[config.mk]
export PLATFORM = sky130hd
export DESIGN_NAME = lcd_update_scheduler
export DESIGN_NICKNAME = d
export VERILOG_FILES = /design/src/rtl/lcd_pkg.sv /design/src/rtl/rise_detect.sv /design/src/rtl/lcd_update_scheduler.sv
export SDC_FILE = /design/constraint.sdc
export NUM_CORES = 1
export LEC_CHECK = 0
export CAP_MARGIN = 15
export CORE_ASPECT_RATIO = 0.5
export CORE_MARGIN = 4
export CORE_UTILIZATION = 40
export DETAILED_ROUTE_END_ITERATION = 10
export MAX_ROUTING_LAYER = met4
export RECOVER_POWER = 100
export SYNTH_ARGS = -nofsm -noshare
export SYNTH_HDL_FRONTEND = slang
export SYNTH_HIERARCHICAL = 1
export SYNTH_SLANG_ARGS = --single-unit
[constraint.sdc]
create_clock -name clk -period 2.85 [get_ports clk]
set_input_delay 0.4275 -clock clk [delete_from_list [all_inputs] [get_ports clk]]
set_output_delay 0.4275 -clock clk [all_outputs]
set_load 0.01 [all_outputs]
[src/rtl/lcd_pkg.sv]
// Shared definitions for the LCD update path: scheduler state encodings and
// default watchdog/holdoff settings, also used by the LCD controller.
package lcd_pkg;

    typedef enum logic [1:0] {
        ST_IDLE      = 2'd0,
        ST_REQUEST   = 2'd1,
        ST_WAIT_DONE = 2'd2,
        ST_HOLDOFF   = 2'd3
    } lcd_state_e;

    localparam int DEFAULT_TIMEOUT_MAX    = 1000;
    localparam int DEFAULT_HOLDOFF_CYCLES = 20;

    function automatic int max_int(input int a, input int b);
        return (a > b) ? a : b;
    endfunction

endpackage

[src/rtl/rise_detect.sv]
// Registered single-bit rising-edge detector with asynchronous active-low reset.
// A level already high when reset is released is ignored until it has been seen low.
module rise_detect (
    input  logic clk,
    input  logic reset,
    input  logic d,
    output logic rise
);

    logic d_q;
    logic armed;

    always_ff @(posedge clk or negedge reset) begin
        if (!reset) begin
            d_q   <= 1'b0;
            armed <= 1'b0;
        end else begin
            d_q   <= d;
            armed <= armed | ~d;
        end
    end

    assign rise = d & ~d_q & armed;

endmodule

[src/rtl/lcd_update_scheduler.sv]
// Turns change-detector events into single LCD redraw requests, coalescing
// changes that arrive mid-redraw into one pending update; guarded by a watchdog.
module lcd_update_scheduler
    import lcd_pkg::*;
#(
    parameter int  MAX_VALUE      = 5,
    parameter int  TIMEOUT_MAX    = DEFAULT_TIMEOUT_MAX,
    parameter int  HOLDOFF_CYCLES = DEFAULT_HOLDOFF_CYCLES,
    localparam int W              = $clog2(MAX_VALUE)
) (
    input  logic         clk,
    input  logic         reset,
    input  logic         change,
    input  logic [W-1:0] the_signal,
    input  logic         lcd_ready,
    input  logic         lcd_done,
    output logic         lcd_req,
    output logic [W-1:0] lcd_value,
    output logic         busy,
    output logic         coalesced,
    output logic         timeout_err,
    output lcd_state_e   state_dbg
);

    // Handshake: a request transfers on any clock where lcd_req and lcd_ready
    // are both high; until then lcd_req stays high and lcd_value is held.
    localparam int              CNT_TOP = max_int(TIMEOUT_MAX, HOLDOFF_CYCLES);
    localparam int              CW      = $clog2(CNT_TOP + 1);
    localparam logic [CW-1:0]   CNT_SAT = CW'(CNT_TOP);
    localparam logic [CW-1:0]   TO_LAST = CW'(TIMEOUT_MAX - 1);
    localparam logic [CW-1:0]   HO_LAST = CW'(max_int(HOLDOFF_CYCLES - 1, 0));
    localparam lcd_state_e      AFTER_REDRAW = (HOLDOFF_CYCLES == 0) ? ST_IDLE : ST_HOLDOFF;

    lcd_state_e    state, state_next;
    logic [CW-1:0] cnt;
    logic          chg_edge;
    logic          pend_valid;
    logic [W-1:0]  pend_value;
    logic          cnt_clr, load_edge, load_pend, abort, done_ok;

    rise_detect u_rise (
        .clk   (clk),
        .reset (reset),
        .d     (change),
        .rise  (chg_edge)
    );

    always_comb begin
        state_next = state;
        cnt_clr    = 1'b0;
        load_edge  = 1'b0;
        load_pend  = 1'b0;
        abort      = 1'b0;
        done_ok    = 1'b0;
        case (state)
            ST_IDLE: begin
                if (chg_edge) begin
                    load_edge  = 1'b1;
                    state_next = ST_REQUEST;
                    cnt_clr    = 1'b1;
                end else if (pend_valid) begin
                    load_pend  = 1'b1;
                    state_next = ST_REQUEST;
                    cnt_clr    = 1'b1;
                end
            end
            ST_REQUEST: begin
                if (lcd_ready) begin
                    state_next = ST_WAIT_DONE;
                    cnt_clr    = 1'b1;
                end else if (cnt == TO_LAST) begin
                    abort      = 1'b1;
                    state_next = AFTER_REDRAW;
                    cnt_clr    = 1'b1;
                end
            end
            ST_WAIT_DONE: begin
                if (lcd_done) begin
                    done_ok    = 1'b1;
                    state_next = AFTER_REDRAW;
                    cnt_clr    = 1'b1;
                end else if (cnt == TO_LAST) begin
                    abort      = 1'b1;
                    state_next = AFTER_REDRAW;
                    cnt_clr    = 1'b1;
                end
            end
            ST_HOLDOFF: begin
                if (cnt == HO_LAST) begin
                    state_next = ST_IDLE;
                    cnt_clr    = 1'b1;
                end
            end
            default: state_next = ST_IDLE;
        endcase
        lcd_req = (state == ST_REQUEST);
        busy    = (state != ST_IDLE);
    end

    always_ff @(posedge clk or negedge reset) begin
        if (!reset) begin
            state       <= ST_IDLE;
            cnt         <= '0;
            lcd_value   <= '0;
            pend_valid  <= 1'b0;
            pend_value  <= '0;
            coalesced   <= 1'b0;
            timeout_err <= 1'b0;
        end else begin
            state <= state_next;
            if (cnt_clr) begin
                cnt <= '0;
            end else if (cnt != CNT_SAT) begin
                cnt <= cnt + 1'b1;
            end
            if (load_edge) begin
                lcd_value <= the_signal;
            end else if (load_pend) begin
                lcd_value <= pend_value;
            end
            // An edge in IDLE beats a pending update, so that also counts as an overwrite.
            coalesced <= chg_edge & pend_valid;
            if (chg_edge && state != ST_IDLE) begin
                pend_valid <= 1'b1;
                pend_value <= the_signal;
            end else if (chg_edge || load_pend) begin
                pend_valid <= 1'b0;
            end
            if (abort) begin
                timeout_err <= 1'b1;
            end else if (done_ok) begin
                timeout_err <= 1'b0;
            end
        end
    end

    assign state_dbg = state;

endmodule

## Yosys cells after proc, flatten, opt, wreduce, memory -nomap -nowiden

Index checks and enable logic that the tools add are counted.

| storage, ports and cells | value |
|---|---|
| output and inout port bits | 9 |
| word-level logic and storage cells | 64 |
| bits in registers | 23 |

| cells by class | value |
|---|---|
| add/sub/neg operators | 1 |
| mux-type cells | 31 |
| bitwise logic cells | 6 |
| reductions and logical operators | 9 |
| equal/unequal tests | 8 |

Operators by type and width:

| kind | count |
|---|---|
| 10-bit two-way mux | 2 |
| 1-bit two-way mux | 18 |
| 2-bit two-way mux | 6 |
| 10-bit by 1-bit adder with 10-bit output, second input constant | 1 |
| 10-bit == test, second input constant | 1 |
| 10-bit by 5-bit == test with 1-bit output, second input constant | 1 |
| 10-bit != test, second input constant | 1 |
| 2-bit nonzero test | 5 |
| 2-bit one-hot mux with 4 select lines | 1 |
| 3-bit two-way mux | 2 |
| 2-bit == test, second input constant | 2 |
| 1-bit one-hot mux with 4 select lines | 1 |
| 1-bit AND | 3 |
| 3-bit != test, second input constant | 1 |
| 2-bit by 1-bit == test with 1-bit output, second input constant | 1 |
| 2-bit logical NOT | 1 |
| 2-bit != test, second input constant | 1 |
| 1-bit NOT | 2 |
| 1-bit one-hot mux with 2 select lines | 1 |
| 2-bit AND reduction | 1 |
| 1-bit logical AND | 1 |
| 1-bit logical OR | 1 |
| 1-bit bitwise OR | 1 |

## Depth between registers and ports, before layout

Gate-level depths: netlist (run 1).

| depth | value |
|---|---|
| word-level depth | 8 |
| gate-level depth with buffers | 6 |
| depth with buffers taken out | 6 |

## Cells and area by module

The synthesis (run 1) kept the hierarchy.

By module, submodules not included:

| module | area each (um^2) | cells an instance | seq. area each (um^2) | instances |
|---|---|---|---|---|
| lcd_update_scheduler | 1146.1 | 114 | 525.5 | 1 |
| rise_detect | 65.1 | 4 | 50.0 | 1 |

## Worst setup path after synthesis (run 1)

OpenSTA, ideal clock, no wires.

| path | value |
|---|---|
| path type | reg-to-reg |
| start | register state[0], in the netlist state_dbg[0] |
| end | register cnt[2] |
| path slack | 1.184 ns |
| library setup time | 0.081 ns |
| cell stages (with the launch flop) | 7 |
| arrival | 1.585 ns |
| period minus slack after synthesis | 1.666 ns |
| cell sequence | dfrtp_1 > inv_1 > ha_1 > mux2_2 > a31oi_1 > o211ai_2 > a21oi_1 |

| on the way | value |
|---|---|
| cells in the longest elaborated chain, start to end | 3 |
| elaborated cells on any way between the ends | 7 |

RTL lines:

| item | line | RTL |
|---|---|---|
| start, declared | lcd_update_scheduler.sv:34 | `lcd_state_e state, state_next;` |
| start signal, assigned | lcd_update_scheduler.sv:110 | `state <= state_next;` |
| 2-bit == test (tied with other cells) | lcd_update_scheduler.sv:55 | `case (state)` |
| 1-bit one-hot mux with 4 select lines * | lcd_update_scheduler.sv:55 |  |
| 10-bit two-way mux / 2-bit nonzero test (equally long branches) | - |  |
| end signal, assigned | lcd_update_scheduler.sv:114 | `cnt <= cnt + 1'b1;` |
| end, declared | lcd_update_scheduler.sv:35 | `logic [CW-1:0] cnt;` |

Every way passes the cells marked *; elsewhere a longest branch is shown, timed or not.
A chain may end at the register's enable or synchronous reset.

## Worst setup path in the final report (run 1)

| path | value |
|---|---|
| start | register state[0], in the netlist state_dbg[0] |
| end | output busy |

| on the way | value |
|---|---|
| cells in the longest elaborated chain, start to end | 1 |

RTL lines:

| item | line | RTL |
|---|---|---|
| 2-bit nonzero test | lcd_update_scheduler.sv:97 | `busy = (state != ST_IDLE);` |
| end, declared | lcd_update_scheduler.sv:19 | `output logic busy,` |

Every way passes these cells.

==> results of run 1 <==
-- layer usage --
metal / up-vias / routed length [um]
li1: 459 / -
met1: 435 / 1179
met2: 18 / 988
met3: 2 / 112
met4: 0 / 17
met5: - / 0
-- synth_stat cells, drive strengths merged --
cell type / count
nor2: 11
xnor2: 2
o32ai: 1
mux2: 4
and4: 1
nand3: 5
inv: 6
o21ai: 6
and2: 3
nand2b: 2
a31oi: 2
nor2b: 5
or4: 1
nand4: 2
o211ai: 1
nor3: 1
o2111ai: 1
or3: 1
o221a: 1
xor2: 6
a21oi: 4
nor4: 1
and3b: 3
or3b: 1
and3: 6
mux2i: 1
nand2: 8
ha: 6
a22oi: 3
dfrtp: 23
-- flip-flops by register name, indices dropped and copies added (netlist names) --
signal and count:
u_rise/d_q 1, cnt 10, pend_valid 1, timeout_err 1
coalesced 1, lcd_value 3, pend_value 3, state_dbg 2
u_rise/armed 1
-- worst min-delay path by stage --
stage | end | from | slack [ns]
global placement | u_rise/armed | u_rise/armed | 0.45
floorplan | cnt[0] | reset | 0.13
detailed placement | u_rise/armed | u_rise/armed | 0.46
CTS | u_rise/armed | u_rise/armed | 0.48
finish | u_rise/armed | u_rise/armed | 0.47
global route | u_rise/armed | u_rise/armed | 0.52
-- metrics by stage --
| step | cell area [um^2] | power, W |
|---|---|---|
| 4_1_cts | 1471 | 0.001227 |
| 6_report | 1463 | 0.001185 |
| 3_3_place_gp | 1425 | 0.001007 |
| 5_1_grt | 1463 | 0.001280 |
| 2_1_floorplan | 1211 | 0.0008151 |
| 3_5_place_dp | 1425 | 0.001016 |
-- cell type report --
type | count | share of cell area, %
clock buffers | 3 | 2.823
clock inverters | 1 | 0.3422
inverters | 6 | 1.540
multi-input cells | 89 | 41.57
flip-flops and latches | 23 | 39.35
well taps | 37 | 3.165
repair buffers | 17 | 11.21
-- power groups by stage --
stage | Combinational [W] | Sequential [W] | Clock [W]
floorplan | 0.000322 | 0.000493 | 0
global placement | 0.000511 | 0.000496 | 0
detailed placement | 0.000521 | 0.000495 | 0
CTS | 0.000523 | 0.000488 | 0.000215
global route | 0.000550 | 0.000504 | 0.000226
finish | 0.000490 | 0.000488 | 0.000207
-- cells by family after synthesis --
logic type	after synthesis	share of synthesized area (%)
AND/OR/NAND/NOR	51	23.66
buffers and inverters	6	1.859
AO/OA/AOI/OAI	19	10.43
adder cells (fa/ha/maj)	6	6.198
multiplexers	5	4.545
XOR/XNOR	8	5.785
flip-flops	23	47.52
==> key figures, run 1 <==
Yosys
  • Synth unique cells: 32
  • Yosys top cell area share: 47.52%
  • Leading area contributor after synthesis: dfrtp_1
  • Synth Area per Inst: 10.26 um^2
  • Yosys reg bits: 23
  • Syn nets: 132
  • Seq/Total Area, Yosys: 47.52%
  • YS warnings: 6
  • Mapped Cells: 118
  • Post-synth design cell area: 1211 um^2
  • Synth top area cells: dfrtp_1 (48%), ha_1 (6.2%), xor2_1 (4.3%)

Drt
  • Routed WL: 2296 um
  • # DRC: 0
  • Count of routing violations after the opening detailed-route iteration: 49
  • Drt pass-1 iters: 4
  • Post-DR vias/cell: 5.193
  • Per-cell routed wire length: 13.05 um
  • Final ANT Viol Nets: 0
  • Via count of the routed design: 914

Pwr
  • Clk network pwr share: 17.5%
  • Power Dens Cells: 810.1 nW/um^2
  • Sw power: 0.0004385 W
  • Switch share: 37.01%
  • Comb pwr share: 41.3%
  • VDD IR max: 0.3009 mV
  • Sequential share of power: 41.2%
  • P_int: 0.0007464 W
  • Leak pwr: 0.6647 nW

Clocking
  • Worst-Skew Late Latency: 0.27 ns
  • Cts hold-fix bufs: 0
  • Worst-path clk slew: 0.08 ns
  • Setup repair bufs after CTS: 0
  • CTS Buf Count: 3
  • Post_cts resized: 0
  • CTS tree: done
  • Clk sink count: 23
  • CTS H-tree lvls: 1
  • Maximum buffer depth of the clock tree: 2
  • Root Buffer Master: clkbuf_8

Critical path
  • Worst setup path start: state_dbg[0]
  • CP max stage delay: 0.63 ns
  • CP Launch Type: register
  • Critical path class: register to output pin
  • Cells on worst reg2reg path: 6
  • Critical Path AT: 1.93 ns
  • WP buf/inv: 3
  • Reg-to-reg critical path endpoint: cnt[1]
  • CP max stage cell: dlygate4sd3_1
  • Critical Path Sink Type: output pin
  • Crit Path Max Fanout: 9
  • Crit-path cells: inv_1 -> ha_1 -> inv_1 -> dlygate4sd3_1
  • Worst setup path end: busy
  • Critical path depth in cells: 4
  • Reg2reg start: state_dbg[0]
  • CP top delay family: buffers and inverters
  • Required @ worst endpoint: 2.42 ns
  • Reg2reg setup slack: 0.80 ns
  • Most used cell, CP: inv_1

Finish
  • Reg area: 575.6 um^2
  • Multi-input gate area: 608.1 um^2
  • Most common cell after layout, fill and taps aside: dfrtp_1
  • Most frequent cells in the layout: dfrtp_1 (23), nor2_1 (11), dlygate4sd3_1 (11)
  • Final #Nets: 154
  • FILL cells: 262
  • Non-filler cells, final: 176
  • P&R area growth vs syn: 20.76%
  • Share of cells above drive strength 1: 8.633%
  • # diodes: 0
  • Final Util: 53.53%

STA
  • Setup ws final: 0.4946 ns
  • Final hold violation count: 0
  • Worst slew pin tran: 1.222 ns
  • Final Skew: 0.002575 ns
  • Slew headroom: 18.51%
  • RSZ-0062 raised after global routing: false
  • Fin Hold WS: 0.4732 ns
  • Tmin final: 2.355 ns
  • FMAX: 424.6 MHz
  • Slew Viols, Final: 0
  • Setup TNS: 0 ns
  • Final setup violation count: 0
  • Tcrit/Tclk final: 82.65%

Run
  • Max Cap Viol: 0

Hold path
  • Hold path cells: 1
  • HP Class: register to register

Placed design
  • Gpl congestion: 0.7299
  • Final HPWL from detailed placement: 1705 um
  • Placed instance count: 172
  • Pre-CTS WS: 0.5181 ns
  • I/O Buffers: 16

GRT
  • Via count of the first global-routing pass: 832
  • Initial antenna violation count: 0
  • Pin count of the biggest net entering global routing: 24
  • Met3 usage: 4.203%
  • GR Util met2: 21.45%
  • GRT overflow: 0
  • First-pass GRT wire length: 3905 um
  • Met1 usage: 16.40%
  • Total track usage: 13.28%
  • Gr busiest metal: met2

Die
  • Overall die width: 85.82 um
  • DIE AREA: 4026 um^2
  • Die H: 46.91 um
  • Starting Density: 44.32%
  • Number of placement rows: 13
  • Core area: 2733 um^2
  • Top Ports: 17

Outcome
  • Status: finished clean
Power figures use the tool's default switching activity.
==> inputs of run 2 (changes only) <==
Clock period 2.85 ns to 2.2 ns, I/O delays scaled along.
==> run 2 against run 1 <==
Net effect: final cell count increased by 0.57%; hold slack got worse by 0.0024 ns; via count is the same; first-iteration DRC count fell by 24%; global-route usage grew 0.34 points; die area stayed put; sequential power up 28%; cell area grew 0.68%; highest routed layer unchanged; total power rose by 30%; utilization up 0.37 points; clock skew is 0.0022 ns higher; critical endpoint unchanged.
==> key figures, run 2 (synthesis gave the netlist of run 1 again) <==
STA
  • Tcrit/Tclk final: 93.86%
  • RSZ-0062 raised after global routing: false
  • Final hold violation count: 0
  • Tmin final: 2.065 ns
  • Setup ws final: 0.1352 ns
  • Slew headroom: 17.83%
  • FMAX: 484.3 MHz
  • Setup TNS: 0 ns
  • Slew Viols, Final: 0
  • Worst slew pin tran: 1.232 ns
  • Final setup violation count: 0
  • Final Skew: 0.004760 ns

Hold path
  • HP Class: register to register
  • Hold-critical path endpoint: u_rise/armed
  • Worst Hold Launch: u_rise/armed
  • Hold path cells: 1

Critical path
  • Critical Path AT: 1.73 ns
  • Critical Path Sink Type: output pin
  • Cells on worst reg2reg path: 6
  • CP top delay family: buffers and inverters
  • WP buf/inv: 3
  • CP Launch Type: register
  • Critical path class: register to output pin
  • Reg2reg setup slack: 0.37 ns
  • Reg-to-reg critical path endpoint: cnt[2]
  • Reg2reg start: state_dbg[0]
  • Crit-path cells: inv_1 -> ha_1 -> inv_2 -> clkdlybuf4s50_1
  • Crit Path Max Fanout: 9
  • Required @ worst endpoint: 1.87 ns
  • CP max stage delay: 0.49 ns
  • CP max stage cell: clkdlybuf4s50_1

Die
  • Core area: 2733 um^2
  • Overall die width: 85.82 um
  • Top Ports: 17
  • Die H: 46.91 um
  • DIE AREA: 4026 um^2
  • Starting Density: 44.32%
  • Number of placement rows: 13

Placed design
  • I/O Buffers: 16
  • Gpl congestion: 0.7458
  • Cell area after placement: 1433 um^2
  • Final HPWL from detailed placement: 1719 um
  • Pre-CTS WS: 0.2337 ns

Pwr
  • Clk network pwr share: 17.0%
  • Switch share: 36.36%
  • Sequential share of power: 40.7%
  • Leak pwr: 0.6677 nW
  • Comb pwr share: 42.3%
  • VDD IR max: 0.4672 mV
  • P_int: 0.0009805 W
  • Power Dens Cells: 1046 nW/um^2
  • Sw power: 0.0005603 W

Drt
  • Routed WL: 2257 um
  • Via count of the routed design: 914
  • Post-DR vias/cell: 5.164
  • Drt pass-1 iters: 4
  • Count of routing violations after the opening detailed-route iteration: 37
  • # DRC: 0
  • Per-cell routed wire length: 12.75 um
  • Final ANT Viol Nets: 0

Finish
  • Most frequent cells in the layout: dfrtp_1 (22), nor2_1 (11), dlygate4sd3_1 (10)
  • P&R area growth vs syn: 21.59%
  • Multi-input gate area: 613.1 um^2
  • Final #Nets: 155
  • Final Util: 53.89%
  • Largest regs: cnt x10, lcd_value x3, pend_value x3
  • Most flops, register: cnt
  • Reg area: 576.8 um^2
  • Max FFs per register: 10
  • Most common cell after layout, fill and taps aside: dfrtp_1
  • Post-route cell area: 1473 um^2
  • # diodes: 0
  • FILL cells: 267
  • Share of cells above drive strength 1: 10.71%

GRT
  • Via count of the first global-routing pass: 872
  • Total track usage: 13.62%
  • Initial antenna violation count: 0
  • First-pass GRT wire length: 4084 um
  • Pin count of the biggest net entering global routing: 24
  • GRT overflow: 0

Clocking
  • CTS tree: done
  • CTS Buf Count: 3
  • Setup repair bufs after CTS: 0
  • Root Buffer Master: clkbuf_8
  • Worst-path clk slew: 0.08 ns
  • Worst-Skew Late Latency: 0.26 ns
  • CTS H-tree lvls: 1
  • Maximum buffer depth of the clock tree: 2
  • Clk sink count: 23

Outcome
  • Status: finished clean

Run
  • Max Cap Viol: 0
## run 2: changes by cell type in the layout (fill, tap and decap cells not counted), sizes merged
cell	change
clkbuf	+1
clkdlybuf4s50	+1
dlygate4sd3	-1
## run 2: worst max path at each step
stage,startpoint,to,slack [ns],cells after the start
3_5_place_dp,change,cnt[2],0.23,5
2_1_floorplan,state_dbg[0],cnt[2],0.53,6
6_report,state_dbg[0],busy,0.14,4
5_1_grt,state_dbg[1],busy,0.005,4
3_3_place_gp,change,pend_value[2],0.29,4
4_1_cts,state_dbg[0],busy,0.007,4
## run 2: power by group through the flow
stage	clock (W)	combinational (W)	sequential (W)
finish	0.000262	0.000652	0.000627
global route	0.000289	0.000744	0.000648
CTS	0.000273	0.000691	0.000628
detailed placement	0	0.000687	0.000638
global placement	0	0.000676	0.000638
floorplan	0	0.000417	0.000639
## run 2: through the flow
step	power [W]	cells	hold WS, ns
floorplan	0.001056	118	0.03441
global placement	0.001313	173	0.4469
detailed placement	0.001324	173	0.4490
CTS	0.001592	177	0.4280
global route	0.001681	177	0.5039
finish	0.001541	177	0.4708
## run 2: worst reg2reg max path, stage by stage (launching register included)
cell and delay, ns:
dfrtp_2 0.44, inv_1 0.10, ha_1 0.26, mux2_2 0.35, a31oi_1 0.17, o211ai_2 0.23
a21oi_1 0.19
## run 2: layout make-up
class                   count  share of cell area [%]
repair buffers             18                   11.38
clock inverters             1                  0.3398
inverters                   6                   1.529
clock buffers               3                   2.804
well taps                  37                   3.144
flip-flops and latches     23                   39.17
multi-input cells          89                   41.63
## run 2: metal layers
metal | track usage (%) | wire [um]
met2 | 22.38 | 1007
met1 | 17.19 | 1131
met3 | 3.853 | 100
met4 | 2.839 | 17
met5 | - | 0
## run 2: repair_timing
item                       CTS  global route
setup endpoints to repair    0             1
hold buffers                 0             0
resized for setup            0             2
==> inputs of run 3 (changes only) <==
Clock period 2.2 ns to 2.1 ns, I/O delays scaled along.
==> run 3 against run 2 <==
Net effect: combinational power up 7.5%; die area unchanged; critical path type unchanged; sequential share of layout area down 0.25 points; clock power up 3%; largest cell class unchanged; highest routed layer unchanged; total power up 6.0%; largest power group unchanged; flip-flop and latch count unchanged; non-clock buffer count up 1.
==> key figures, run 3 (synthesis gave the netlist of run 1 again) <==
Outcome
  • Status: finished clean

Drt
  • Routed WL: 2311 um
  • Post-DR vias/cell: 5.045
  • Per-cell routed wire length: 12.98 um
  • Count of routing violations after the opening detailed-route iteration: 58
  • Via count of the routed design: 898
  • Drt pass-1 iters: 6
  • # DRC: 0
  • Final ANT Viol Nets: 0

Critical path
  • Reg2reg setup slack: 0.24 ns
  • Critical Path Sink Type: output pin
  • Reg2reg start: state_dbg[0]
  • Crit Path Max Fanout: 5
  • Reg-to-reg critical path endpoint: cnt[2]
  • Cells on worst reg2reg path: 6
  • CP max stage delay: 0.56 ns
  • CP max stage cell: clkdlybuf4s50_1
  • WP buf/inv: 2
  • Critical path depth in cells: 3
  • Critical Path AT: 1.62 ns
  • CP top delay family: buffers and inverters
  • Worst setup path end: lcd_req
  • CP Launch Type: register
  • Worst setup path start: state_dbg[1]
  • Critical path class: register to output pin
  • Crit-path cells: inv_1 -> ha_1 -> clkdlybuf4s50_1
  • Required @ worst endpoint: 1.78 ns

Clocking
  • CTS H-tree lvls: 1
  • CTS Buf Count: 3
  • Cts hold-fix bufs: 0
  • Setup repair bufs after CTS: 0
  • Root Buffer Master: clkbuf_8
  • Post_cts resized: 0
  • Worst-Skew Late Latency: 0.26 ns
  • Worst-path clk slew: 0.08 ns
  • Maximum buffer depth of the clock tree: 2
  • Clk sink count: 23
  • CTS tree: done

Finish
  • Most frequent cells in the layout: dfrtp_1 (23), nor2_1 (11), nand2_1 (8), dlygate4sd3_1 (8), clkdlybuf4s50_1 (7)
  • Non-filler cells, final: 178
  • Most flops, register: cnt
  • Final Util: 54.12%
  • Max FFs per register: 10
  • Largest regs: cnt x10, lcd_value x3, pend_value x3
  • Most common cell after layout, fill and taps aside: dfrtp_1
  • Final #Nets: 156
  • P&R area growth vs syn: 22.11%
  • Share of cells above drive strength 1: 9.929%
  • # diodes: 0

Die
  • Top Ports: 17
  • Die H: 46.91 um
  • Overall die width: 85.82 um
  • Starting Density: 44.32%
  • DIE AREA: 4026 um^2
  • Core area: 2733 um^2
  • Number of placement rows: 13

STA
  • Final Skew: 0.003702 ns
  • RSZ-0062 raised after global routing: false
  • Slew Viols, Final: 0
  • Fin Hold WS: 0.4711 ns
  • Final setup violation count: 0
  • Setup TNS: 0 ns
  • Tmin final: 1.934 ns
  • Tcrit/Tclk final: 92.08%
  • Slew headroom: 17.67%
  • Worst slew pin tran: 1.235 ns
  • Final hold violation count: 0
  • FMAX: 517.2 MHz
  • Setup ws final: 0.1664 ns

Placed design
  • Final HPWL from detailed placement: 1691 um
  • Pre-CTS WS: 0.2179 ns
  • Placed instance count: 174
  • Gpl congestion: 0.7383
  • I/O Buffers: 16

Pwr
  • Sequential share of power: 40.5%
  • Comb pwr share: 42.9%
  • VDD IR max: 0.4609 mV
  • Power Dens Cells: 1105 nW/um^2
  • Sw power: 0.0005960 W
  • Switch share: 36.48%
  • P_int: 0.001038 W
  • Leak pwr: 0.6727 nW
  • Clk network pwr share: 16.6%

Hold path
  • HP Class: register to register

GRT
  • Initial antenna violation count: 0
  • First-pass GRT wire length: 3946 um
  • Pin count of the biggest net entering global routing: 24
  • Via count of the first global-routing pass: 862
  • Total track usage: 13.44%
  • GRT overflow: 0

Run
  • Max Cap Viol: 0
## run 3: area by class of cell
cell class              count  area, um^2
well taps                  37       46.29
clock inverters             1       5.005
flip-flops and latches     23       575.6
inverters                   6       22.52
fillers                   262        1254
clock buffers               3       41.29
repair buffers             19       175.2
multi-input cells          89       613.1
## run 3: per-stage QoR
step	cell area, um^2	total power, W
2_1_floorplan	1211	0.001106
3_3_place_gp	1440	0.001391
3_5_place_dp	1440	0.001400
4_1_cts	1486	0.001684
5_1_grt	1479	0.001783
6_report	1479	0.001634
## run 3: power groups by stage
stage	logic, W	clock network (W)	registers [W]
floorplan	0.000437	0	0.000669
global placement	0.000721	0	0.000670
detailed placement	0.000727	0	0.000673
CTS	0.000733	0.000284	0.000667
global route	0.000796	0.000301	0.000686
finish	0.000701	0.000271	0.000661
## run 3: worst min path at each step
stage | depth (start not counted) | slack [ns] | endpoint | from
after floorplan | 0 | 0.02 | cnt[0] | reset
after global placement | 1 | 0.45 | u_rise/armed | u_rise/armed
after detailed placement | 1 | 0.45 | u_rise/armed | u_rise/armed
after CTS | 2 | 0.41 | pend_value[2] | reset
after global routing | 1 | 0.49 | u_rise/armed | u_rise/armed
final | 1 | 0.47 | u_rise/armed | u_rise/armed
## run 3: per-layer routing
| layer | global-route usage (%) | vias to the layer above | wire length [um] | share of wire, % |
|---|---|---|---|---|
| met5 | - | - | 0 | 0 |
| met3 | 4.378 | 4 | 104 | 4.5 |
| li1 | - | 464 | - | - |
| met2 | 22.22 | 13 | 1003 | 43 |
| met1 | 16.17 | 417 | 1178 | 51 |
| met4 | 3.785 | 0 | 25 | 1.1 |
